`src/rtl/mux8_rr_arbiter.sv`:
```
// mux8_rr_arbiter: round-robin arbiter sharing one N-bit 8:1 datapath mux
// between eight requesters. It grants one source at a time for a burst of up to
// MAX_BURST beats and forwards that source's data downstream with valid/ready.

// Plain 8:1 datapath mux built as an AND-OR tree of decoded slices.
module mux_8NtoN #(
  parameter int N = 24
) (
  input  logic           rst,     // active-low; forces the output to zero
  input  logic           en,      // 0 forces the output to zero
  input  logic [2:0]     sel,
  input  logic [8*N-1:0] data_i,
  output logic [N-1:0]   data_o
);

  logic [7:0]   slice_hit;
  logic [N-1:0] slice_masked [8];

  // Decode the select and mask each input slice with its own decode line.
  for (genvar gi = 0; gi < 8; gi++) begin : g_slice
    assign slice_hit[gi]    = rst && en && (sel == 3'(gi));
    assign slice_masked[gi] = data_i[gi*N +: N] & {N{slice_hit[gi]}};
  end

  // OR the masked slices together; only the decoded slice is non-zero.
  always_comb begin
    data_o = '0;
    for (int k = 0; k < 8; k++) begin
      data_o = data_o | slice_masked[k];
    end
  end

endmodule

module mux8_rr_arbiter #(
  parameter int N         = 24,
  parameter int MAX_BURST = 4
) (
  input  logic           clk,
  input  logic           rst,        // asynchronous, active-low
  input  logic           en,
  input  logic [7:0]     req,
  input  logic [8*N-1:0] data_i,
  input  logic           out_ready,
  output logic [7:0]     gnt,
  output logic [7:0]     ack,
  output logic [2:0]     sel,
  output logic           out_valid,
  output logic [N-1:0]   out_data,
  output logic           busy
);

  localparam int CW = $clog2(MAX_BURST + 1);

  typedef enum logic {
    IDLE = 1'b0,
    XFER = 1'b1
  } state_t;

  state_t        state_reg;
  logic [2:0]    ptr_reg;
  logic [2:0]    sel_reg;
  logic [7:0]    gnt_reg;
  logic [CW-1:0] beat_cnt_reg;

  logic          winner_found;
  logic [2:0]    winner;
  logic [2:0]    scan_idx;
  logic          handshake;
  logic [CW-1:0] beat_cnt_inc;
  logic          last_beat;

  // Round-robin search: the lowest offset from ptr with a request wins.
  // Scanning from the far end down lets the nearest hit overwrite the rest.
  always_comb begin
    winner_found = 1'b0;
    winner       = '0;
    scan_idx     = '0;
    for (int k = 7; k >= 0; k--) begin
      scan_idx = ptr_reg + 3'(k);
      if (req[scan_idx]) begin
        winner       = scan_idx;
        winner_found = 1'b1;
      end
    end
  end

  // Beat bookkeeping for the granted source; valid only follows the live
  // request of the owner so a withdrawal drops out_valid in the same cycle.
  always_comb begin
    out_valid    = (state_reg == XFER) && req[sel_reg];
    handshake    = out_valid && out_ready;
    beat_cnt_inc = beat_cnt_reg + CW'(1);
    last_beat    = (beat_cnt_inc == CW'(MAX_BURST));
    ack          = handshake ? (8'b1 << sel_reg) : 8'h00;
  end

  // Arbitration FSM with registered grant, select and burst counter.
  always_ff @(posedge clk or negedge rst) begin
    if (!rst) begin
      state_reg    <= IDLE;
      ptr_reg      <= '0;
      sel_reg      <= '0;
      gnt_reg      <= '0;
      beat_cnt_reg <= '0;
    end else begin
      case (state_reg)
        IDLE: begin
          if (en && winner_found) begin
            sel_reg      <= winner;
            gnt_reg      <= 8'b1 << winner;
            beat_cnt_reg <= '0;
            state_reg    <= XFER;
          end else begin
            gnt_reg <= '0;
          end
        end
        XFER: begin
          // Release on the last burst beat, on a beat accepted with en low,
          // or when the owner withdraws without a handshake. Otherwise hold.
          if ((handshake && (last_beat || !en)) || (!handshake && !req[sel_reg])) begin
            state_reg    <= IDLE;
            gnt_reg      <= '0;
            ptr_reg      <= sel_reg + 3'd1;
            beat_cnt_reg <= '0;
          end else if (handshake) begin
            beat_cnt_reg <= beat_cnt_inc;
          end
        end
        default: begin
          state_reg    <= IDLE;
          gnt_reg      <= '0;
          beat_cnt_reg <= '0;
        end
      endcase
    end
  end

  assign gnt  = gnt_reg;
  assign sel  = sel_reg;
  assign busy = (state_reg == XFER);

  // Shared datapath mux, permanently enabled and out of reset; the data path
  // simply follows the registered select.
  mux_8NtoN #(.N(N)) u_mux (
    .rst    (1'b1),
    .en     (1'b1),
    .sel    (sel_reg),
    .data_i (data_i),
    .data_o (out_data)
  );

endmodule

```
`config.mk`:
```
export PLATFORM = sky130hd
export DESIGN_NAME = mux8_rr_arbiter
export DESIGN_NICKNAME = d
export VERILOG_FILES = /design/src/rtl/mux8_rr_arbiter.sv
export SDC_FILE = /design/constraint.sdc
export NUM_CORES = 1
export LEC_CHECK = 0
export BUFFER_PORTS_ARGS = -buffer_cell sky130_fd_sc_hd__clkbuf_2
export CAP_MARGIN = 20
export CORE_AREA = 2 2 99 101
export DETAILED_ROUTE_END_ITERATION = 10
export DIE_AREA = 0 0 101 103
export PLACE_DENSITY = 0.82
export SETUP_SLACK_MARGIN = 0.15
export SYNTH_ARGS = -nofsm -noshare
export SYNTH_HDL_FRONTEND = slang
export SYNTH_HIERARCHICAL = 1
export SYNTH_SLANG_ARGS = --single-unit
```
`constraint.sdc`:
```
create_clock -name clk -period 3 [get_ports clk]
set_input_delay 0.45 -clock clk [delete_from_list [all_inputs] [get_ports clk]]
set_output_delay 0.45 -clock clk [all_outputs]
set_load 0.02 [all_outputs]
```
==> summary.md, run 1 <==
| Metric | Value |
|---|---|
| Total wire length after detailed routing | 15.6 mm |
| Power Dens Cells | 890 nW/µm² |
| Worst-case clock buffer depth | 2 |
| Total number of H-tree levels | 1 |
| Number of standard cells after synthesis | roughly 390 |
| Ratio of cells with drive above 1 in the final layout | 49.5% |
| Finished Core Util | 54.4% |
| Cell row count | 36 |
| Share of synthesized flip-flops with an asynchronous set or reset | 100% |
| Global-route wire length before repair | 22.0 mm |
| Required @ worst endpoint | 3.14 ns |
| First-pass detailed-route iteration total | 5 |
| Inserted Clock Buffers | 3 |
| Peak supply drop | between 0.5 and 0.6 mV |
| Ports placed on the boundary | 249 |
| Number of nets in the finished design | 860 |
| Number of synthesis warnings | 6 |
| Post-synthesis cell type with the largest combined area | mux2i_1 |
| Cell with the largest stage delay on the worst path | mux4_2 |
| Library cells used by synthesis | 62 |
| Final worst path period need | between 2 and 3 ns |
| Buffers on Ports | 248 |
| Dominant combinational cell family by area after synthesis | multiplexers |
| Total via count in the routed design | 4,301 |
| Setup TNS | 0 ns |
| Most numerous cell types in the synthesized netlist | 105 x mux2i_1, 48 x o22ai_1, 25 x or2_1 |
| Min Hold Slack | 0.140 ns |
| Die width | between 100 and 150 µm |
| Maximum cell stage delay along the critical path | 0.58 ns |
| Number of enable-type register cells in the synthesized netlist | 0 |
| Aggregate global routing overflow | 0 |
| Register area share after synthesis | between 10 and 15% |
| Total Die Area | 10,400 µm² |
| TritonCTS clock tree | done |
| Insertion delay of the later-clocked pin in the worst-skew pair | approximately 0.25 ns |
| Category of the most critical setup path | register to register |
| Slew of the pin with the lowest slew margin | between 0.6 and 0.7 ns |
| Most frequent cell after synthesis | mux2i_1 |
| Run status | finished, final reports clean |
| CTS Root Cell | clkbuf_8 |
| CP startpoint kind | register |
| Total count of hold-check failures in the final report | 0 |
| Power, Total | ~4.6 mW |
| Flip-flop count of the largest register, all copies and words added | 8 |
| Ratio of routed vias to standard cells | 5.65 |
| Critical path cell sequence | inv_2, ha_4, mux4_2, mux2i_1, o2111a_1, o31ai_4, o31a_2, a32o_1 |
| Mux share of post-synthesis cell area | between 30% and 40% |
| Highest attainable clock frequency | between 300 and 400 MHz |
| Count of hold buffers inserted by post-cts repair | 0 |
| Simple-gate area share of the yosys netlist | 13.7% |
| Synthesized area per cell | 9.10 µm² |
| Setup repair after global routing missed its margin | true |
| Final weighted congestion of routability-driven global placement | ~1.1 |
| Number of storage elements in the synthesis netlist | 18 |
| Mean routed wirelength per cell | 20.5 µm |
| Post-synthesis to final-layout area growth | 44.3% |
| Number of violations reported at the end of detailed-routing iteration 0 | 272 |
| Yosys top cell area share | 29.5% |
| Final period util | a little over nine tenths |
| Starting Density | 37.7% |
| Die extent in y | 103 µm |
| DP Wirelength | 12.7 mm |
| Number of fillers in the final layout | 891 |
| Clk sinks | 18 |
| Adder-cell area share of the yosys netlist | about 3.5% |
| Largest net degree at the start of global routing | 56 |
| Cell Count, Final, Fillers Out | 761 |
| Critical path endpoint category | register |
| Number of DRC violations after detailed routing | 0 |
| Setup clock skew after layout | ~0.0048 ns |
| Inst Count DP | 746 |
| Antenna violation net count after detailed routing | 0 |
| Max-slew violation count | 0 |
| Global routing usage summed across all routing layers | 27.4% |
| Vias in the first global route | 4,016 |
| CP Data Arrival Time | 3.00 ns |
| Max-cap violations | 0 |
| Initial antenna violation count | 3 |
| Clock slew at the register clock pins of the worst setup and hold paths | roughly 0.070 ns |
| Flip-flop cell with the highest count after synthesis | dfrtp_1 |
| Synth Area in Compound Gates | 21.6% |
| Static leakage | about 2.9 nW |
| Leading cell types by total area after synthesis | mux2i_1 29%, dfrtp_1 13%, o22ai_1 8.4% |
| Class of the most critical hold timing path | input port to asynchronous set/reset pin |
| Setup violations, final | 0 |
| XOR/XNOR share of the synthesized area | under 10% |
| Max_slew headroom | 53.9% |
| Largest fanout on the critical path | 6 |
| Area of the mapped netlist | approximately 3600 µm² |
| Area inside the core boundary | roughly 9500 µm² |
==> report_power, final <==
part	total, mW	internal [mW]	switching (mW)
Sequential	0.418	0.333	0.0850
Clock	0.200	0.117	0.0834
Combinational	3.96	1.72	2.25
Total	4.58	2.16	2.42
==> layout make-up <==
type	count	area, µm²	area share, %
antenna	2	5.00	0.0972
tap	114	143	2.77
multi-input combinational	341	3000	58.4
inverter	10	37.5	0.729
timing repair buffer	272	1450	28.1
clock buffer	4	55.1	1.07
sequential	18	455	8.85
==> placed cells by master, fill, tap and decap left out, drive strengths merged, types with 3 or more instances in the layout <==
cell type	Yosys	routed
o311ai	3	3
clkbuf	3	253
o21ai	18	18
a22o	5	5
a21oi	5	5
nor2	7	7
dfrtp	18	18
inv	9	9
mux4	12	12
xor2	4	4
or3	3	3
or2	26	26
o22ai	48	48
nand2	19	19
nand3	6	6
ha	10	10
a211oi	7	7
buf	27	23
mux2i	105	105
nor3	3	3
and3	8	8
mux2	6	6
conb	1	8
==> critical path, delay by kind of cell, from the launching register on <==
family / cells / cell delay (ns)
DFF: 1 / 0.38
adders and majority gates: 1 / 0.32
AOI/OAI and AO/OA: 4 / 1.03
muxes: 2 / 0.93
buffers and inverters: 1 / 0.07
==> logic make-up after synthesis <==
family	after synthesis
other	1
multiplexers	123
flip-flops	18
XOR/XNOR	6
AND/OR/NAND/NOR	86
AO/OA/AOI/OAI	108
adder cells (fa/ha/maj)	10
buffers and inverters	40
==> final timing paths <==
path                                         from                 end  slack [ns]  depth (start not counted)
setup / recovery           ptr_reg[0]$_DFFE_PN0P_  gnt[2]$_DFFE_PN0P_        0.14                          8
min in group clk               gnt[5]$_DFFE_PN0P_  gnt[5]$_DFFE_PN0P_        0.51                          2
hold / removal                                rst  sel[1]$_DFFE_PN0P_        0.14                          1
hold reg to reg                gnt[5]$_DFFE_PN0P_  gnt[5]$_DFFE_PN0P_        0.51                          2
setup reg to reg           ptr_reg[0]$_DFFE_PN0P_  gnt[2]$_DFFE_PN0P_        0.14                          8
max in group asynchronous                     rst  sel[0]$_DFFE_PN0P_        2.50                          1
==> metal layers <==
metal / wire length, µm / vias up / global-route usage (%)
li1: - / 2042 / -
met1: 6330 / 2016 / 33.8
met2: 7590 / 205 / 47.2
met3: 1360 / 34 / 7.53
met4: 320 / 4 / 7.38
met5: 26 / - / 0
==> what timing repair did <==
| item | in CTS | in global routing |
|---|---|---|
| hold endpoints to repair | 0 | 0 |
| resized for setup | 1 | 19 |
| endpoints found under the setup margin | 3 | 10 |
| setup buffers | 1 | 8 |
| pin swaps | 0 | 6 |
==> metrics by stage <==
stage | setup WS (ns) | instance area, µm²
finish | 0.143 | 5150
global route | 0.0597 | 5140
detailed placement | 0.153 | 4900
global placement | 0.191 | 4900
floorplan | 0.164 | 3610
CTS | 0.171 | 4960
Power figures use the tool's default switching activity.
==> run 2, diff against run 1 <==
--- a/config.mk
+++ b/config.mk
@@ -5,12 +5,13 @@
 export SDC_FILE = /design/constraint.sdc
 export NUM_CORES = 1
 export LEC_CHECK = 0
+export ABC_AREA = 1
 export BUFFER_PORTS_ARGS = -buffer_cell sky130_fd_sc_hd__clkbuf_2
 export CAP_MARGIN = 20
 export CORE_AREA = 2 2 99 101
 export DETAILED_ROUTE_END_ITERATION = 10
 export DIE_AREA = 0 0 101 103
-export PLACE_DENSITY = 0.82
+export PLACE_DENSITY = 0.83
 export SETUP_SLACK_MARGIN = 0.15
 export SYNTH_ARGS = -nofsm -noshare
 export SYNTH_HDL_FRONTEND = slang
==> run 2 against run 1 <==
Effect of this change: sequential share of layout area increased by 0.44 points; total power shrank 9.8%; setup slack gained 0.27 ns; area after synthesis grew 0.35%; non-clock buffer count decreased by 14; via count increased by 23%; fmax increased by 11%; final cell count is 31% higher.
==> summary.md, run 2 <==
| Metric | Value |
|---|---|
| Global-route wire length before repair | 20.7 mm |
| Final period util | 86.1% |
| Family of cells with the greatest summed delay on the critical path | simple AND/OR/NAND/NOR gates |
| Number of violations reported at the end of detailed-routing iteration 0 | 314 |
| Setup clock skew after layout | 0.00209 ns |
| Critical path endpoint category | output port |
| Insertion delay of the later-clocked pin in the worst-skew pair | 0.25 ns |
| Mean routed wirelength per cell | 14.3 µm |
| Post-Layout Inst Area | 4880 µm² |
| Required @ worst endpoint | approximately 2.6 ns |
| Share of synthesized flip-flops with an asynchronous set or reset | 100% |
| Largest net degree at the start of global routing | just under 100 |
| Placement-stage cell area | 4820 µm² |
| Antenna violation net count after detailed routing | 0 |
| Leading cell types by total area after synthesis | nand3_1 33%, nand2_1 20%, dfrtp_1 13% |
| Number of standard cells after synthesis | 663 |
| Number of synthesis warnings | 6 |
| Slew of the pin with the lowest slew margin | 0.522 ns |
| Number of DRC violations after detailed routing | 0 |
| Power Dens Cells | 847 nW/µm² |
| CTS Root Cell | clkbuf_8 |
| Commonest cells after routing, fill and taps aside | 248 x clkbuf_2, 233 x nand3_1, 192 x nand2_1 |
| Antenna fix cells | 0 |
| Initial antenna violation count | 0 |
| Ratio of routed vias to standard cells | 5.31 |
| Maximum cell stage delay along the critical path | between 0.6 and 0.7 ns |
| Run status | finished, final reports clean |
| Number of enable-type register cells in the synthesized netlist | 0 |
| First-pass detailed-route iteration total | 5 |
| Max_slew headroom | 65.2% |
| Buf/Inv on CP | 3 |
| CP Data Arrival Time | 2.13 ns |
| DP Wirelength | 11.6 mm |
| Critical path cell sequence | inv_2, nor2_4, buf_12, nand3_1, nand2_1, nor2_1, nand2_1, clkbuf_2 |
| Vias in the first global route | between 4,000 and 5,000 |
| Setup TNS | 0 ns |
| Post-synthesis cell type with the largest combined area | nand3_1 |
| Class of the most critical hold timing path | input port to asynchronous set/reset pin |
| Yosys top cell area share | roughly a third |
| Cell with the largest stage delay on the worst path | dfrtp_1 |
| Static leakage | 3.08 nW |
| Post-synthesis to final-layout area growth | 36.2% |
| Starting Density | 37.8% |
| Most numerous cell types in the synthesized netlist | 233 x nand3_1, 192 x nand2_1, 67 x nor2_1 |
| Cell row count | 36 |
| Inserted Clock Buffers | 3 |
| Number of nets in the finished design | roughly 1,100 |
| Peak supply drop | 0.734 mV |
| Buffers on Ports | around 250 |
| Library cells used by synthesis | 32 |
| Final worst path period need | about 2.6 ns |
| CP startpoint kind | register |
| Setup repair after global routing missed its margin | false |
| Total via count in the routed design | around 5,300 |
| Die extent in y | 103 µm |
| Aggregate global routing overflow | 0 |
| Total Die Area | about 10,000 µm² |
| Area of the mapped netlist | 3580 µm² |
| Number of storage elements in the synthesis netlist | 18 |
| Ports placed on the boundary | 249 |
| Global routing usage summed across all routing layers | about 25% |
| Flip-flop cell with the highest count after synthesis | dfrtp_1 |
| Die width | between 100 and 150 µm |
| Category of the most critical setup path | register to output port |
| Highest attainable clock frequency | approximately 390 MHz |
| Most repeated library cell on the critical path | nand2_1 |
| Largest fanout on the critical path | 60 |
| Most frequent cell after synthesis | nand3_1 |
| Setup violations, final | 0 |
| Clk sinks | 18 |
| Synthesized area per cell | 5.40 µm² |
| Total number of H-tree levels | 1 |
| Final weighted congestion of routability-driven global placement | 0.944 |
| TritonCTS clock tree | done |
| Post CTS Setup Buffer Count | 0 |
| Clock slew at the register clock pins of the worst setup and hold paths | 0.07 ns |
| Worst-case clock buffer depth | 2 |
| Total count of hold-check failures in the final report | 0 |
| Flip-flop count of the largest register, all copies and words added | 8 |
| Ratio of cells with drive above 1 in the final layout | a little over a third |
| Register area share after synthesis | 12.6% |
| Max-slew violation count | 0 |
| Max-cap violations | 0 |
| Total wire length after detailed routing | 14.3 mm |
| Most frequent standard cell in the layout excluding fill and tap cells | clkbuf_2 |
| Area inside the core boundary | 9460 µm² |
run 2: cell types whose count changed after synthesis, moves of 16 or more:
| cell | delta |
|---|---|
| o22ai_1 | -47 |
| nor2_1 | +60 |
| inv_1 | +16 |
| nand3_1 | +227 |
| or2_1 | -25 |
| mux2i_1 | -105 |
| nand2_1 | +173 |
run 2: worst paths after layout:
| kind | cells after the start | startpoint | to | slack (ns) |
|---|---|---|---|---|
| setup / recovery | 8 | sel[2]$_DFFE_PN0P_ | out_data[15] | 0.42 |
| hold / removal | 1 | rst | beat_cnt_reg[1]$_DFFE_PN0P_ | 0.13 |
| setup reg to reg | 14 | ptr_reg[1]$_DFFE_PN0P_ | gnt[5]$_DFFE_PN0P_ | 0.50 |
| hold reg to reg | 2 | gnt[1]$_DFFE_PN0P_ | gnt[1]$_DFFE_PN0P_ | 0.49 |
| max in group asynchronous | 1 | rst | sel[1]$_DFFE_PN0P_ | 2.54 |
| min in group clk | 2 | gnt[1]$_DFFE_PN0P_ | gnt[1]$_DFFE_PN0P_ | 0.49 |
run 2: layer usage:
layer	wire length, µm	track usage, %	vias up
met5	0	0	-
met4	441	8.42	0
met3	1520	3.93	38
met2	6610	40.0	282
met1	5730	33.5	2327
li1	-	-	2645
run 2: timing repair:
item | in CTS | in global routing
gates resized for setup | 0 | 2
endpoints found under the setup margin | 0 | 9
hold buffers | 0 | 0
run 2: logic make-up after synthesis:
group,after synthesis,share of synthesized area [%]
other cells,1,0.105
compound gates,30,5.10
buf+inv,80,11.5
xor+xnor,1,0.245
simple gates,523,67.0
fa+ha+maj,10,3.50
flops,18,12.6
run 2: cell type report:
class / instances / area [µm²]
Inverter: 37 / 144
Clock buffer: 4 / 55.1
Multi-Input combinational cell: 566 / 2740
Sequential cell: 18 / 453
Tap cell: 114 / 143
Timing Repair Buffer: 258 / 1340
Fill cell: 1025 / 4580
run 2: metrics by stage:
stage	worst slack [ns]	hold slack (ns)	power (mW)	utilization (%)	std cells
after floorplan	0.548	0.154	3.04	-	664
after global placement	0.623	0.417	3.86	50.9	993
after detailed placement	0.585	0.421	3.86	50.9	993
after CTS	0.318	0.142	4.09	51.5	997
after global routing	0.224	0.163	4.51	51.5	997
final	0.416	0.129	4.13	51.5	997
run 2: report_power, final:
group	switching, mW	total [mW]	internal, mW
Combinational	2.38	3.42	1.04
Sequential	0.175	0.516	0.340
Clock	0.0824	0.199	0.117
